`config.mk`:
```
export PLATFORM = sky130hd
export DESIGN_NAME = apu_reg_loader_flat
export DESIGN_NICKNAME = d
export VERILOG_FILES = /design/src/rtl/apu_reg_loader_if.sv /design/src/rtl/apu_reg_loader.sv /design/src/flat_wrapper.sv
export SDC_FILE = /design/constraint.sdc
export NUM_CORES = 1
export LEC_CHECK = 0
export BUFFER_PORTS_ARGS = -buffer_cell sky130_fd_sc_hd__buf_4
export CAP_MARGIN = 10
export CORE_ASPECT_RATIO = 0.7
export CORE_MARGIN = 2
export CORE_UTILIZATION = 50
export CTS_BUF_LIST = sky130_fd_sc_hd__clkbuf_16
export DETAILED_ROUTE_END_ITERATION = 6
export HOLD_SLACK_MARGIN = 0.05
export PLACE_DENSITY = 0.74
export RECOVER_POWER = 50
export SETUP_SLACK_MARGIN = 0.15
export SYNTH_ARGS = -nofsm -noshare
export SYNTH_HDL_FRONTEND = slang
export SYNTH_SLANG_ARGS = --single-unit
```
`constraint.sdc`:
```
create_clock -name clk -period 2.7 [get_ports clk]
set_clock_uncertainty 0.2 [all_clocks]
set_input_delay 0.135 -clock clk [delete_from_list [all_inputs] [get_ports clk]]
set_output_delay 0.135 -clock clk [all_outputs]
set_load 0.005 [all_outputs]
```
`src/rtl/apu_reg_loader_if.sv`:
```
// Byte stream from the UART receiver into the APU register loader.
interface apu_reg_loader_if;
  logic [7:0] rx_data;
  logic       rx_valid;

  modport master (output rx_data, output rx_valid);
  modport slave  (input  rx_data, input  rx_valid);
endinterface

```
`src/rtl/apu_reg_loader.sv`:
```
// Decodes header/data byte pairs from the UART stream into the 32 x 8 APU
// register file, with per-channel change toggles and a header-to-data timeout.
module apu_reg_loader #(
  parameter int unsigned TIMEOUT = 8948
) (
  input  logic                 clk,
  input  logic                 rst_n,
  apu_reg_loader_if.slave      rx,
  output logic [255:0]         apu_reg_bus,
  output logic [7:0]           reg_change,
  output logic                 wr_strobe,
  output logic [4:0]           wr_addr,
  output logic                 timeout_err
);

  localparam int unsigned CW = (TIMEOUT > 1) ? $clog2(TIMEOUT) : 1;
  localparam logic [CW-1:0] CNT_LAST = CW'(TIMEOUT - 1);

  typedef enum logic {
    WAIT_ADDR,
    WAIT_DATA
  } state_t;

  state_t        state_q, state_d;
  logic [CW-1:0] cnt_q, cnt_d;
  logic [4:0]    pend_q, pend_d;

  logic [7:0]    regs_q [32];
  logic [7:0]    chg_q;
  logic          stb_q;
  logic [4:0]    waddr_q;
  logic          terr_q;

  logic          wr_en;
  logic          expire;

  // State register
  always_ff @(posedge clk or negedge rst_n) begin
    if (!rst_n) begin
      state_q <= WAIT_ADDR;
      cnt_q   <= '0;
      pend_q  <= '0;
    end else begin
      state_q <= state_d;
      cnt_q   <= cnt_d;
      pend_q  <= pend_d;
    end
  end

  // Next-state logic; a byte arriving in the last counter cycle takes priority
  // over expiry, and the counter saturates rather than wrapping.
  always_comb begin
    state_d = state_q;
    cnt_d   = cnt_q;
    pend_d  = pend_q;
    unique case (state_q)
      WAIT_ADDR: begin
        if (rx.rx_valid && rx.rx_data[7]) begin
          state_d = WAIT_DATA;
          pend_d  = rx.rx_data[4:0];
          cnt_d   = '0;
        end
      end
      WAIT_DATA: begin
        if (rx.rx_valid) begin
          state_d = WAIT_ADDR;
        end else if (cnt_q == CNT_LAST) begin
          state_d = WAIT_ADDR;
        end else begin
          cnt_d = cnt_q + 1'b1;
        end
      end
      default: state_d = WAIT_ADDR;
    endcase
  end

  // Output decode
  always_comb begin
    wr_en  = 1'b0;
    expire = 1'b0;
    if (state_q == WAIT_DATA) begin
      wr_en  = rx.rx_valid;
      expire = !rx.rx_valid && (cnt_q == CNT_LAST);
    end
  end

  always_ff @(posedge clk or negedge rst_n) begin
    if (!rst_n) begin
      for (int unsigned i = 0; i < 32; i++) begin
        regs_q[i] <= '0;
      end
      chg_q   <= '0;
      stb_q   <= 1'b0;
      waddr_q <= '0;
      terr_q  <= 1'b0;
    end else begin
      stb_q  <= wr_en;
      terr_q <= expire;
      if (wr_en) begin
        regs_q[pend_q]      <= rx.rx_data;
        chg_q[pend_q[4:2]]  <= ~chg_q[pend_q[4:2]];
        waddr_q             <= pend_q;
      end
    end
  end

  always_comb begin
    apu_reg_bus = '0;
    for (int unsigned i = 0; i < 32; i++) begin
      apu_reg_bus[8*i +: 8] = regs_q[i];
    end
  end

  assign reg_change  = chg_q;
  assign wr_strobe   = stb_q;
  assign wr_addr     = waddr_q;
  assign timeout_err = terr_q;

endmodule

```
`src/flat_wrapper.sv`:
```
// flat-port wrapper written by rule: the top's interface ports become plain ports
module apu_reg_loader_flat 
#(
  parameter int unsigned TIMEOUT = 8948
)
  (clk, rst_n, apu_reg_bus, reg_change, wr_strobe, wr_addr, timeout_err, rx_rx_data, rx_rx_valid);
  apu_reg_loader_if rx_i ();
  input  logic clk;
  input  logic rst_n;
  output logic [255:0] apu_reg_bus;
  output logic [7:0] reg_change;
  output logic wr_strobe;
  output logic [4:0] wr_addr;
  output logic timeout_err;
  input wire logic [$bits(rx_i.rx_data)-1:0] rx_rx_data;
  input wire logic [$bits(rx_i.rx_valid)-1:0] rx_rx_valid;
  assign rx_i.rx_data = rx_rx_data;
  assign rx_i.rx_valid = rx_rx_valid;
  apu_reg_loader #(.TIMEOUT(TIMEOUT)) u_core (.clk(clk), .rst_n(rst_n), .rx(rx_i), .apu_reg_bus(apu_reg_bus), .reg_change(reg_change), .wr_strobe(wr_strobe), .wr_addr(wr_addr), .timeout_err(timeout_err));
endmodule
```
==> results.md <==
- The flow ran to the end, and the final reports show no timing, DRC or antenna violations.
- The total overflow left after global routing is 0.
- The net count of the finished layout is between 1000 and 1500.
- The clock network accounts for 23.1% of the total power.
- The share of post-route cells with drive strength above 1 is 50.24%.
- The total DRC errors in the routed layout is 0.
- Synthesis produced a netlist whose cell count is 738.
- Entering global routing, the biggest net connects slightly below 70 pins.
- Global routing consumed, over all layers together, approximately 25% of the routing resources.
- The first routing iteration left about 340 violations.
- The max-slew violation count came to 0.
- The final-report hold violation count is 0.
- The initial antenna violation count is 0.
- Leaving out fill and tap cells, the most frequent cells in the layout are sky130_fd_sc_hd__dfrtp_1 (291), sky130_fd_sc_hd__mux2_2 (273), sky130_fd_sc_hd__clkbuf_4 (163), sky130_fd_sc_hd__clkbuf_1 (111), sky130_fd_sc_hd__clkbuf_16 (27).
- The worst setup path is launched from a flip-flop.
- The synthesized design contains slightly below 300 register bits.
- The dominant register cell in the synthesized netlist is sky130_fd_sc_hd__dfrtp_1.
- Across the run, the number of max-cap violations was 0.
- The required time of the worst setup path is roughly 2900 ps.
- Yosys mapped the design onto 43 distinct sky130hd cell types.
- The total clock buffers created by CTS is 27.
- Of the available clock period, the critical path in the final layout requires approximately 90%.
- The commonest non-fill, non-tap cell in the layout is sky130_fd_sc_hd__dfrtp_1.
- The count of antenna-violating nets left after detailed routing is 0.
- The floorplan has 46 rows.
- The floorplan step set the die height to between 100 and 150 um.
- The H-tree depth is 1.
- VDD sags by at most approximately 630 uV.
- The worst pin sits at a relative slew slack of 35.34%.
- STA classifies the critical path endpoint as a flip-flop.
- After the flow finishes, the layout carries non-filler instances totaling 1371.
- The netlist area before placement is between 10000 and 15000 um^2.
- The floorplan step defined a die boundary enclosing 24140 um^2.
- The root buffer cell chosen for the clock tree is sky130_fd_sc_hd__clkbuf_16.
- The pin slew with the least headroom to its limit is 970.0 ps.
- The repair_antennas step left the layout with diodes totalling 0.
- Measured along the x axis, the die boundary spans between 150 and 200 um.
- The boundary pin count is 282.
- The area added between synthesis and finish is 26.64%.
- The starting density of the core is 50.74%.
- The wire length of the first global-routing pass is roughly 46000 um.
- Dividing total power by cell area gives a power density of about 1100 nW/um^2.
- The internal portion of total power is ~11 mW.
- Combinational logic is responsible for 32.2% of the overall power.
- The share of power burned in registers is 44.7%.
- Once the clock tree was built, the setup fixing pass inserted 0 buffers.
- Each instance of the synthesized netlist takes up on average 15.51 um^2.
- The minimum clock period is between 2000 and 2500 ps.
- The number of nets produced by synthesis is 750.
- In this run the static leakage power is 7.023 nW.
- The number of placed instances, taps included, is about 1300.
- The net switching power of the design is a little under 5 mW.
- The vias per cell is between 5 and 6.
- TritonCTS built the clock tree.
- The data arrival at the endpoint of the critical path is roughly 2600 ps.
- Wires add up to ~30000 um.
- The path category of the worst min-delay check is reg2reg.
- The finished cells cover approximately 14000 um^2.
- The number of global-route vias before repair was 7497.
- In this run switching power makes up between 30% and 40% of total power.
- The core region is 22560 um^2.
- Summing over every cut layer, the via total after detailed routing is between 7000 and 8000.
- The number of iterations in the first detailed-routing pass is 5.
- The number of flops mapped to enable cells by yosys is 0.
- The peak clock frequency supported by timing is ~420 MHz.
- At the later pin of the worst-skew pair, clock insertion delay measures 520 ps.
- The setup-violating endpoint count in the final report is 0.
- The quantity of I/O buffers inserted on ports is around 280.
- Routability-driven placement finished with a final weighted congestion of roughly 0.79.
- The clock net sink count is 291.
- The area of placed instances is around 14000 um^2.
- Summed over all nets, the half-perimeter wirelength after detailed placement is 19980 um.
- The share of flip-flops with an asynchronous set or reset is 100.0%.
- The routed wirelength normalized by instance count is 22.01 um.
- The warning count from the yosys run is 0.
- The aggregate negative setup slack is 0 ps.
- Setup repair after global routing left no endpoint under its margin.
- Of all nets on the critical path, the largest fanout is 12.
- After clock tree synthesis, the clock-pin slew on the worst setup and hold paths is 60 ps.
- The type of the worst setup path is reg2reg.
- Sequential cells were found to cover a little under two thirds of the synthesized design area.
- The maximum clock insertion buffer count is 3.
==> layer usage <==
layer,vias to the layer above,GRT usage [%],wire length (um)
met1,3924,36.33,13500
met3,47,6.957,2251
met4,0,5.836,638
met5,-,0,0
li1,3257,-,-
met2,243,38.80,13790
==> Yosys cell counts, types with 3 or more instances <==
cell	count	area (um^2)
sky130_fd_sc_hd__nand3_2	4	40.04
sky130_fd_sc_hd__nor2b_1	5	31.28
sky130_fd_sc_hd__nand4_1	6	37.54
sky130_fd_sc_hd__mux2_2	273	3074
sky130_fd_sc_hd__dfrtp_1	291	7282
sky130_fd_sc_hd__buf_2	6	30.03
sky130_fd_sc_hd__nand2_1	10	37.54
sky130_fd_sc_hd__nor4_1	4	25.02
sky130_fd_sc_hd__nand3_1	8	40.04
sky130_fd_sc_hd__nor2_2	18	112.6
sky130_fd_sc_hd__nand2b_1	3	18.77
sky130_fd_sc_hd__nor2_1	8	30.03
sky130_fd_sc_hd__o22ai_1	4	25.02
sky130_fd_sc_hd__nand2_2	7	43.79
sky130_fd_sc_hd__clkbuf_1	28	105.1
sky130_fd_sc_hd__inv_1	5	18.77
sky130_fd_sc_hd__o21ai_0	7	35.03
sky130_fd_sc_hd__a22o_1	11	96.34
sky130_fd_sc_hd__o2bb2ai_1	3	26.28
sky130_fd_sc_hd__nor3_1	8	40.04
==> flip-flops by register name, summed over array words and instances, names as in the netlist <==
register / cells
u_core.apu_reg_bus: 256
u_core.wr_addr: 5
u_core.wr_strobe: 1
u_core.timeout_err: 1
u_core.state_q: 1
u_core.cnt_q: 14
u_core.reg_change: 8
u_core.pend_q: 5
==> what timing repair did <==
action                                 CTS  global route
resized for setup                        0             0
hold buffers                            12             0
endpoints found under the hold margin  484             0
==> critical path, stage by stage, from the launching register on <==
cell and delay, ps:
sky130_fd_sc_hd__dfrtp_1 550, sky130_fd_sc_hd__buf_4 220, sky130_fd_sc_hd__nand2_1 180, sky130_fd_sc_hd__nor4_2 360, sky130_fd_sc_hd__buf_4 240, sky130_fd_sc_hd__nand3_2 210, sky130_fd_sc_hd__mux2_2 330
==> per-stage QoR <==
step	hold WS (ps)	power [mW]	utilization, %	setup slack (ps)
6_report	299.4	15.98	64.25	295.4
5_1_grt	308.3	16.84	64.25	145.1
4_1_cts	294.9	16.78	66.23	362.8
3_5_place_dp	-57.79	13.01	62.00	365.7
3_3_place_gp	-68.41	12.82	62.00	417.6
2_1_floorplan	-360.6	9.376	-	748.9
==> path summary, 6_finish.rpt <==
kind	startpoint	end	slack, ps	depth (start not counted)
worst max-delay path	u_core.state_q	u_core.apu_reg_bus[25]	300	6
worst min-delay path	u_core.wr_addr[4]	u_core.wr_addr[4]	300	1
worst max register to register	u_core.state_q	u_core.apu_reg_bus[25]	300	6
worst min register to register	u_core.wr_addr[4]	u_core.wr_addr[4]	300	1
max in group asynchronous	rst_n	u_core.apu_reg_bus[54]	430	4
min in group asynchronous	rst_n	u_core.apu_reg_bus[20]	490	3
==> cells by family (layout without fill, tap and decap cells) <==
group	after synthesis	in the layout	synth area share, %
multiplexers	277	277	27.42
AND/OR/NAND/NOR	93	93	5.116
AO/OA/AOI/OAI	33	33	2.175
adder cells (fa/ha/maj)	1	1	0.1093
buffers and inverters	43	364	1.563
flip-flops	291	291	63.61
==> power by group through the flow <==
stage / clock (mW) / combinational [mW] / sequential (mW)
CTS: 3.76 / 5.84 / 7.18
detailed placement: 0 / 5.79 / 7.22
global route: 3.94 / 5.55 / 7.35
floorplan: 0 / 2.27 / 7.11
finish: 3.69 / 5.14 / 7.14
global placement: 0 / 5.66 / 7.16
==> cell type report <==
cell class                 instances  area, um^2
clock buffer                      27       675.6
clock inverter                    20       160.2
fill                            1820        8065
inverter                           5       18.77
multi-input combinational        404        3984
sequential                       291        7282
tap                              312       390.4
timing repair buffer             312        1986
No activity file was read; power rests on OpenSTA's default activity.
